<file path="config.mk">
export PLATFORM = sky130hd
export DESIGN_NAME = avmm_resp_regmem
export DESIGN_NICKNAME = d
export VERILOG_FILES = /design/src/rtl/avmm_resp_regmem.sv
export SDC_FILE = /design/constraint.sdc
export NUM_CORES = 2
export LEC_CHECK = 0
export CAP_MARGIN = 20
export CORE_UTILIZATION = 45
export CTS_CLUSTER_DIAMETER = 120
export DETAILED_ROUTE_END_ITERATION = 8
export PLACE_DENSITY_LB_ADDON = 0.1
export SYNTH_ARGS = -nofsm -noshare
export SYNTH_HDL_FRONTEND = slang
export SYNTH_SLANG_ARGS = --single-unit
</file>
<file path="constraint.sdc">
create_clock -name s_avmm_clk -period 8.1 [get_ports s_avmm_clk]
set_input_delay 2.43 -clock s_avmm_clk [delete_from_list [all_inputs] [get_ports s_avmm_clk]]
set_output_delay 2.43 -clock s_avmm_clk [all_outputs]
set_load 0.05 [all_outputs]
</file>
<file path="src/rtl/avmm_resp_regmem.sv">
// rtl/avmm_resp_regmem.sv - Avalon-MM responder backed by a word-addressed register memory
// Programmable waitreq stall per request, single outstanding read with fixed latency.
module avmm_resp_regmem #(
  parameter logic [16:0] ADDR_BASE   = 17'h0,
  parameter int          DEPTH       = 64,
  parameter int          WAIT_CYCLES = 1,
  parameter int          RD_LATENCY  = 1,
  parameter logic [31:0] ERR_DATA    = 32'hDEAD_BEEF
) (
  input  logic        s_avmm_clk,
  input  logic        s_avmm_rst_n,
  input  logic [16:0] avmm_addr,
  input  logic [3:0]  avmm_byte_en,
  input  logic        avmm_write,
  input  logic        avmm_read,
  input  logic [31:0] avmm_wdata,
  output logic [31:0] avmm_rdata,
  output logic        avmm_rdatavld,
  output logic        avmm_waitreq,
  input  logic        err_clr,
  output logic        err_sticky
);

  localparam int          AW       = $clog2(DEPTH);
  localparam logic [3:0]  WAIT_C   = 4'(WAIT_CYCLES);
  localparam logic [3:0]  LAT_LOAD = 4'(RD_LATENCY - 1);
  localparam logic [16:0] WIN_SIZE = 17'(4 * DEPTH);

  typedef enum logic [1:0] {IDLE, STALL, RDPEND} state_t;

  state_t        r_state, w_state_nxt;
  logic [3:0]    r_wcnt, w_wcnt_nxt;
  logic [3:0]    r_lcnt, w_lcnt_nxt;
  logic [31:0]   r_mem [DEPTH];
  logic [AW-1:0] r_idx;
  logic          r_rd_err;
  logic [31:0]   r_rdata;
  logic          r_err_sticky;

  logic          w_req, w_is_rd, w_accept, w_waitreq, w_rdatavld, w_err;
  logic [17:0]   w_diff;
  logic [16:0]   w_off;
  logic [AW-1:0] w_idx;
  logic [31:0]   w_rd_word;

  assign w_req   = avmm_read | avmm_write;
  assign w_is_rd = avmm_read & ~avmm_write;

  // Borrow out of the 18-bit subtraction flags addresses below the window.
  assign w_diff = {1'b0, avmm_addr} - {1'b0, ADDR_BASE};
  assign w_off  = w_diff[16:0];
  assign w_idx  = w_off[AW+1:2];
  assign w_err  = w_diff[17] | (w_off >= WIN_SIZE) | (avmm_addr[1:0] != 2'b00);

  always_comb begin
    w_state_nxt = r_state;
    w_wcnt_nxt  = r_wcnt;
    w_lcnt_nxt  = r_lcnt;
    w_waitreq   = 1'b1;
    w_accept    = 1'b0;
    w_rdatavld  = 1'b0;
    case (r_state)
      IDLE: begin
        w_waitreq = w_req & (WAIT_C != 4'd0);
        if (w_req) begin
          if (WAIT_C == 4'd0) begin
            w_accept = 1'b1;
          end else begin
            w_state_nxt = STALL;
            w_wcnt_nxt  = 4'd1;
          end
        end
      end
      STALL: begin
        w_waitreq  = (r_wcnt != WAIT_C);
        w_wcnt_nxt = r_wcnt + 4'd1;
        if (!w_req) begin
          w_state_nxt = IDLE;
        end else if (r_wcnt == WAIT_C) begin
          w_accept = 1'b1;
        end
      end
      RDPEND: begin
        w_lcnt_nxt = r_lcnt - 4'd1;
        if (r_lcnt == 4'd0) begin
          w_rdatavld  = 1'b1;
          w_state_nxt = IDLE;
        end
      end
      default: w_state_nxt = IDLE;
    endcase
    if (w_accept) begin
      w_state_nxt = w_is_rd ? RDPEND : IDLE;
      w_lcnt_nxt  = LAT_LOAD;
    end
  end

  // Memory is stable during RDPEND, so the response word is read in the output cycle.
  assign w_rd_word     = r_rd_err ? ERR_DATA : r_mem[r_idx];
  assign avmm_waitreq  = ~s_avmm_rst_n | w_waitreq;
  assign avmm_rdatavld = s_avmm_rst_n & w_rdatavld;
  assign avmm_rdata    = avmm_rdatavld ? w_rd_word : r_rdata;
  assign err_sticky    = r_err_sticky;

  always_ff @(posedge s_avmm_clk) begin
    if (!s_avmm_rst_n) begin
      r_state      <= IDLE;
      r_wcnt       <= 4'd0;
      r_lcnt       <= 4'd0;
      r_idx        <= '0;
      r_rd_err     <= 1'b0;
      r_rdata      <= 32'd0;
      r_err_sticky <= 1'b0;
      for (int i = 0; i < DEPTH; i++) begin
        r_mem[i] <= 32'd0;
      end
    end else begin
      r_state <= w_state_nxt;
      r_wcnt  <= w_wcnt_nxt;
      r_lcnt  <= w_lcnt_nxt;
      if (avmm_rdatavld) begin
        r_rdata <= w_rd_word;
      end
      if (w_accept && w_is_rd) begin
        r_idx    <= w_idx;
        r_rd_err <= w_err;
      end
      if (w_accept && avmm_write && !w_err) begin
        for (int b = 0; b < 4; b++) begin
          if (avmm_byte_en[b]) begin
            r_mem[w_idx][8*b +: 8] <= avmm_wdata[8*b +: 8];
          end
        end
      end
      if (w_accept && (w_err || (avmm_read && avmm_write))) begin
        r_err_sticky <= 1'b1;
      end else if (err_clr) begin
        r_err_sticky <= 1'b0;
      end
    end
  end

endmodule

</file>
# Word level (Yosys, flattened, before mapping)
# Memory sizes are Yosys's and may differ from the RTL's. A register that Yosys moved wholly into a read port is not among the register bits.
# Index checks and enable logic that the tools add are counted.
# W data, S select, Z words.
word_totals:
  regBits: 50
  latch_bits: 0
  wordCells: 82
  romBits: 0
  n_memories: 1
  input_bits: 58
  mem_bits_rw: 2048
memory_table:
  columns: ["memory", "depth", "width", "rd", "rd_clocked_by_memory_dff", "write_ports", "line", "text"]
  rows:
  - ["r_mem", 64, 32, 1, 1, 64, "34", "logic [31:0] r_mem [DEPTH];"]
op_classes:
  mul: 0
  shifts: 0
  mux: 40
  bitwise_logic: 7
  div_mod_pow: 0
  n_eq_ne: 8
  order_cmp: 1
  n_addsub: 2
  n_reduce_logical: 16
ops:
  columns: ["operator", "count"]
  rows:
  - ["$mux W32", 3]
  - ["$reduce_or A32 Y1", 1]
  - ["$mux W1", 24]
  - ["$mux W6", 3]
  - ["$ge A17 B9 Y1 const B", 1]
  - ["$mux W2", 5]
  - ["$ne A3 B3 Y1 const B", 3]
  - ["$mux W4", 2]
  - ["$pmux W4 S2", 1]
  - ["$pmux W2 S3", 1]
  - ["$reduce_bool A2 Y1", 3]
  - ["$logic_and A1 B1 Y1", 5]
  - ["$add A4 B1 Y4 const B", 1]
  - ["$eq A4 B1 Y1 const B", 1]
  - ["$logic_not A4 Y1", 1]
  - ["$ne A4 B1 Y1 const B", 1]
  - ["$sub A4 B1 Y4 const B", 1]
  - ["$or A1 B1 Y1", 3]
  - ["$reduce_and A3 Y1", 1]
  - ["$and A1 B1 Y1", 2]
  - ["$eq A2 B1 Y1 const B", 1]
  - ["$eq A2 B2 Y1 const B", 1]
  - ["$logic_not A2 Y1", 1]
  - ["$ne A2 B2 Y1 const B", 1]
  - ["other kinds (6)", 7]

# Logic depth before layout (Yosys ltp)
depth:
  depth_word: 11
  mapped_depth: 12
  depth_no_buf: 9

# Worst setup path before layout
# No wires, ideal clock.
synth_timing:
  path_type: "input to output"
  from: "input port s_avmm_rst_n"
  to: "output port avmm_rdata[21]"
  path_slack_ps: 966
  stages: 7
  required_ps: 5670
  n_path_buf: 3
  arrival_time_ps: 4704
  path_cell_list: "buf_2 > nand3_1 > clkinv_1 > buf_2 > buf_1 > nor2_1 > a21oi_1"
synth_via:
  elab_chain_len: 2
synth_lines:
  columns: ["item", "line", "text"]
  rows:
  - ["start, declared", "11", "input logic s_avmm_rst_n,"]
  - ["$and A1 B1 Y1", "101", "assign avmm_rdatavld = s_avmm_rst_n & w_rdatavld;"]
  - ["named net avmm_rdatavld", "18", "output logic avmm_rdatavld,"]
  - ["$mux W32", null, null]
  - ["end, declared", "17", "output logic [31:0] avmm_rdata,"]
# The timed path passes the listed nets, and every way through them passes these cells.

# Final worst setup path
layout_timing:
  from: "input port s_avmm_rst_n"
  to: "output port avmm_rdata[14]"
layout_via:
  elab_chain_len: 2
layout_lines:
  columns: ["item", "line"]
  rows:
  - ["$and A1 B1 Y1", "101"]
  - ["$mux W32", null]
# No other way between the ends.

==> out/metrics.cfg <==
[power]
p_int_w = 0.0180
p_per_area_nw_per_um2 = 215
peakVddDrop_v = 0.000186
pwr-share-clk_pct = 42.1
p_comb_share_pct = 4.9
leakage_nw = 44.9
power_switching_w = 0.00529
power_w = 0.0233
swShare_pct = 22.7
sequentialPowerShare_pct = 52.9

[yosys]
synth-main-ff-cell = edfxtp_1
synth_area_leader_cell = edfxtp_1
ys_seq_elements = 2104
synth_top_area_share_pct = 62.7
synthTopCellsByArea = edfxtp_1 63%, and3_1 13%, mux4_2 10%
synth_area_um2 = 98100
avgSynthCellArea_um2 = 14.0
netlist-cell-type-count = 82
synth-edff-count = 2048
synth_seq_area_share_pct = 63.8
synthCells = 7017
synthArstFlopShare_pct = 0
syn-num-nets = 7078
yosys_warnings = 0

[worst_setup_path]
cp.required_ps = 5670
cp.arrival_ps = 5000
start_kind = input pin
crit_type = input pin to output port
critPathMaxFanout = 8
critPathCaptureType = output port

[worst_hold_path]
min_path_type = register to register

[clocking]
cts_tree = built
cts-htree-levels = 4
holdBufCountCts = 0
cts_sinks = 2104
post-cts-setup-buffer-count = 0
cts_made_buffers = 224
clk_pin_slew_worst_paths_ps = 60
ctsResizeCount = 0
cts_root_buf = clkbuf_16
clk_latency_ps = 870
cts.path.max_buffers = 3

[timing]
final-hold-violation-count = 0
fin_skew_ps = 30.8
period_share_pct = 91.8
tightest_slew_ps = 1300
fin_crit_ps = 7430
max_slew_margin_pct = 12.8
drv_slew = 0
tns_ps = 0
max_freq_mhz = 135
rsz0062_at_grt = false
finalSetupViolations = 0

[drt]
vias = 63077
wl_per_cell_um = 35.1
drc_errors = 0
firstDrtPassIters = 7
drt_iter0_markers = 9128
avgViaCountPerCell = 6.47
wl_um = 342000
ant_nets = 0

[floorplan]
fp.coreArea_um2 = 217000
rows = 171
io_pins = 93
die_area_um2 = 220000
die_w_um = 469
start_util_pct = 45.2
fp.dieH_um = 469

[grt]
antenna_found_initial = 28
grt_max_degree = 169
grt.overflow.total = 0
grt_usage_pct = 30.8
first_global_vias = 60295
grt_pass1_wl_um = 476000

[layout]
drive_gt1_share_pct = 17.4
fin_nets = 6772
fin_cells = 9751
stdcell_area_um2 = 108000
area_growth_pct = 10.5
n_fill_cell = 18371
seqCellArea_um2 = 62600
multiInputGateArea_um2 = 31900

[placed_design]
hpwl_um = 218000
placed_cell_area_um2 = 102000
gp_congestion = 0.925
dp_cells = 9339
numPortBuffers = 92

[run_status]
status = complete, no violations

[run]
maxCapViolCount = 0

## worst paths after layout
path / start / to / slack [ps] / cells past startpoint
worst min register to register: err_sticky / err_sticky / 490 / 2
worst max-delay path: s_avmm_rst_n / avmm_rdata[14] / 670 / 7
worst min-delay path: err_sticky / err_sticky / 490 / 2
worst max register to register: register / r_rdata[14] / 4100 / 7
## worst max-delay path: stages
cell      delay, ps
buf_8           120
nor4b_1         350
and2_1          510
nand2_1         530
o32a_1          310
o211ai_1        490
buf_12          230
## power by group through the flow
stage | clock network [W] | registers [W] | logic, W
after floorplan | 0 | 0.0125 | 0.000610
after detailed placement | 0 | 0.0126 | 0.00114
after global placement | 0 | 0.0126 | 0.00114
after CTS | 0.00991 | 0.0124 | 0.00115
final | 0.00984 | 0.0124 | 0.00115
after global routing | 0.0103 | 0.0124 | 0.00118
## cells in the mapped netlist (10+ instances only)
master	count
a211oi_1	10
a21oi_1	56
a22oi_1	114
a31oi_1	12
and2_1	20
and3_1	2051
buf_1	43
buf_2	106
buf_4	48
buf_6	28
clkbuf_1	675
dfxtp_1	56
edfxtp_1	2048
mux2i_1	158
mux4_2	448
nand2_1	590
nand2b_1	10
nand3_1	40
nand4_1	12
nor2_1	158
nor2b_1	14
nor3_1	42
nor4_1	16
o21ai_0	17
o221ai_1	10
o22ai_1	82
## routing by layer
layer	GRT usage (%)	part of all wire, %
met1	42.3	40
met2	47.7	46
met3	6.40	9.2
met4	13.0	4.5
met5	0	0.013
## placed cells by master (no fill, tap or decap), drive strengths merged, types with 7 or more instances in the layout
cell / synthesis / final
nor3: 43 / 43
nand4: 12 / 12
nor2: 159 / 159
mux2: 8 / 8
a22oi: 114 / 114
bufinv: 0 / 10
nand2b: 10 / 10
nand3b: 8 / 8
nand2: 591 / 591
inv: 11 / 15
nand3: 40 / 40
edfxtp: 2048 / 2048
o22ai: 82 / 82
clkbuf: 677 / 295
diode: 0 / 12
clkdlybuf4s50: 0 / 26
buf: 231 / 350
nor4: 16 / 16
or4: 9 / 9
and3: 2051 / 2051
a211oi: 11 / 11
dfxtp: 56 / 56
a221oi: 8 / 8
a21oi: 56 / 56
o21a: 8 / 8
mux4: 455 / 455
o221ai: 10 / 10
o211a: 7 / 7
a31oi: 12 / 12
and2: 21 / 21
mux2i: 158 / 158
clkinv: 1 / 92
a22o: 7 / 7
nor2b: 14 / 14
o21ai: 23 / 23
## stage by stage
stage / setup slack [ps] / hold slack (ps) / utilization (%)
3_3_place_gp: 860 / 479 / 46.8
2_1_floorplan: 966 / 453 / -
3_5_place_dp: 844 / 474 / 46.8
4_1_cts: 816 / 482 / 49.9
6_report: 666 / 492 / 49.9
5_1_grt: 789 / 508 / 49.9
## sequential cells by signal (all words and copies together), names as in the netlist, named ones only
register    count
r_wcnt          4
r_rd_err        1
r_idx           6
r_lcnt          4
r_mem        2048
r_state         2
r_rdata        32
err_sticky      1
## logic make-up after synthesis
group | synth area share [%]
and+or+nand+nor | 17.1
DFF | 63.8
buffers and inverters | 4.13
muxes | 12.2
AOI/OAI and AO/OA | 2.64
adders and majority gates | 0.0383
xor gates and xnor gates | 0.0179
## final cells by class
cell class	instances	share of cell area, %
diodes	12	0.0277
clock buffers	295	5.60
clock inverters	105	0.679
inverters	12	0.0416
multi-input cells	3993	29.4
flip-flops and latches	2104	57.8
well taps	2854	3.30
repair buffers	376	3.16
No activity file was read; power rests on OpenSTA's default activity.
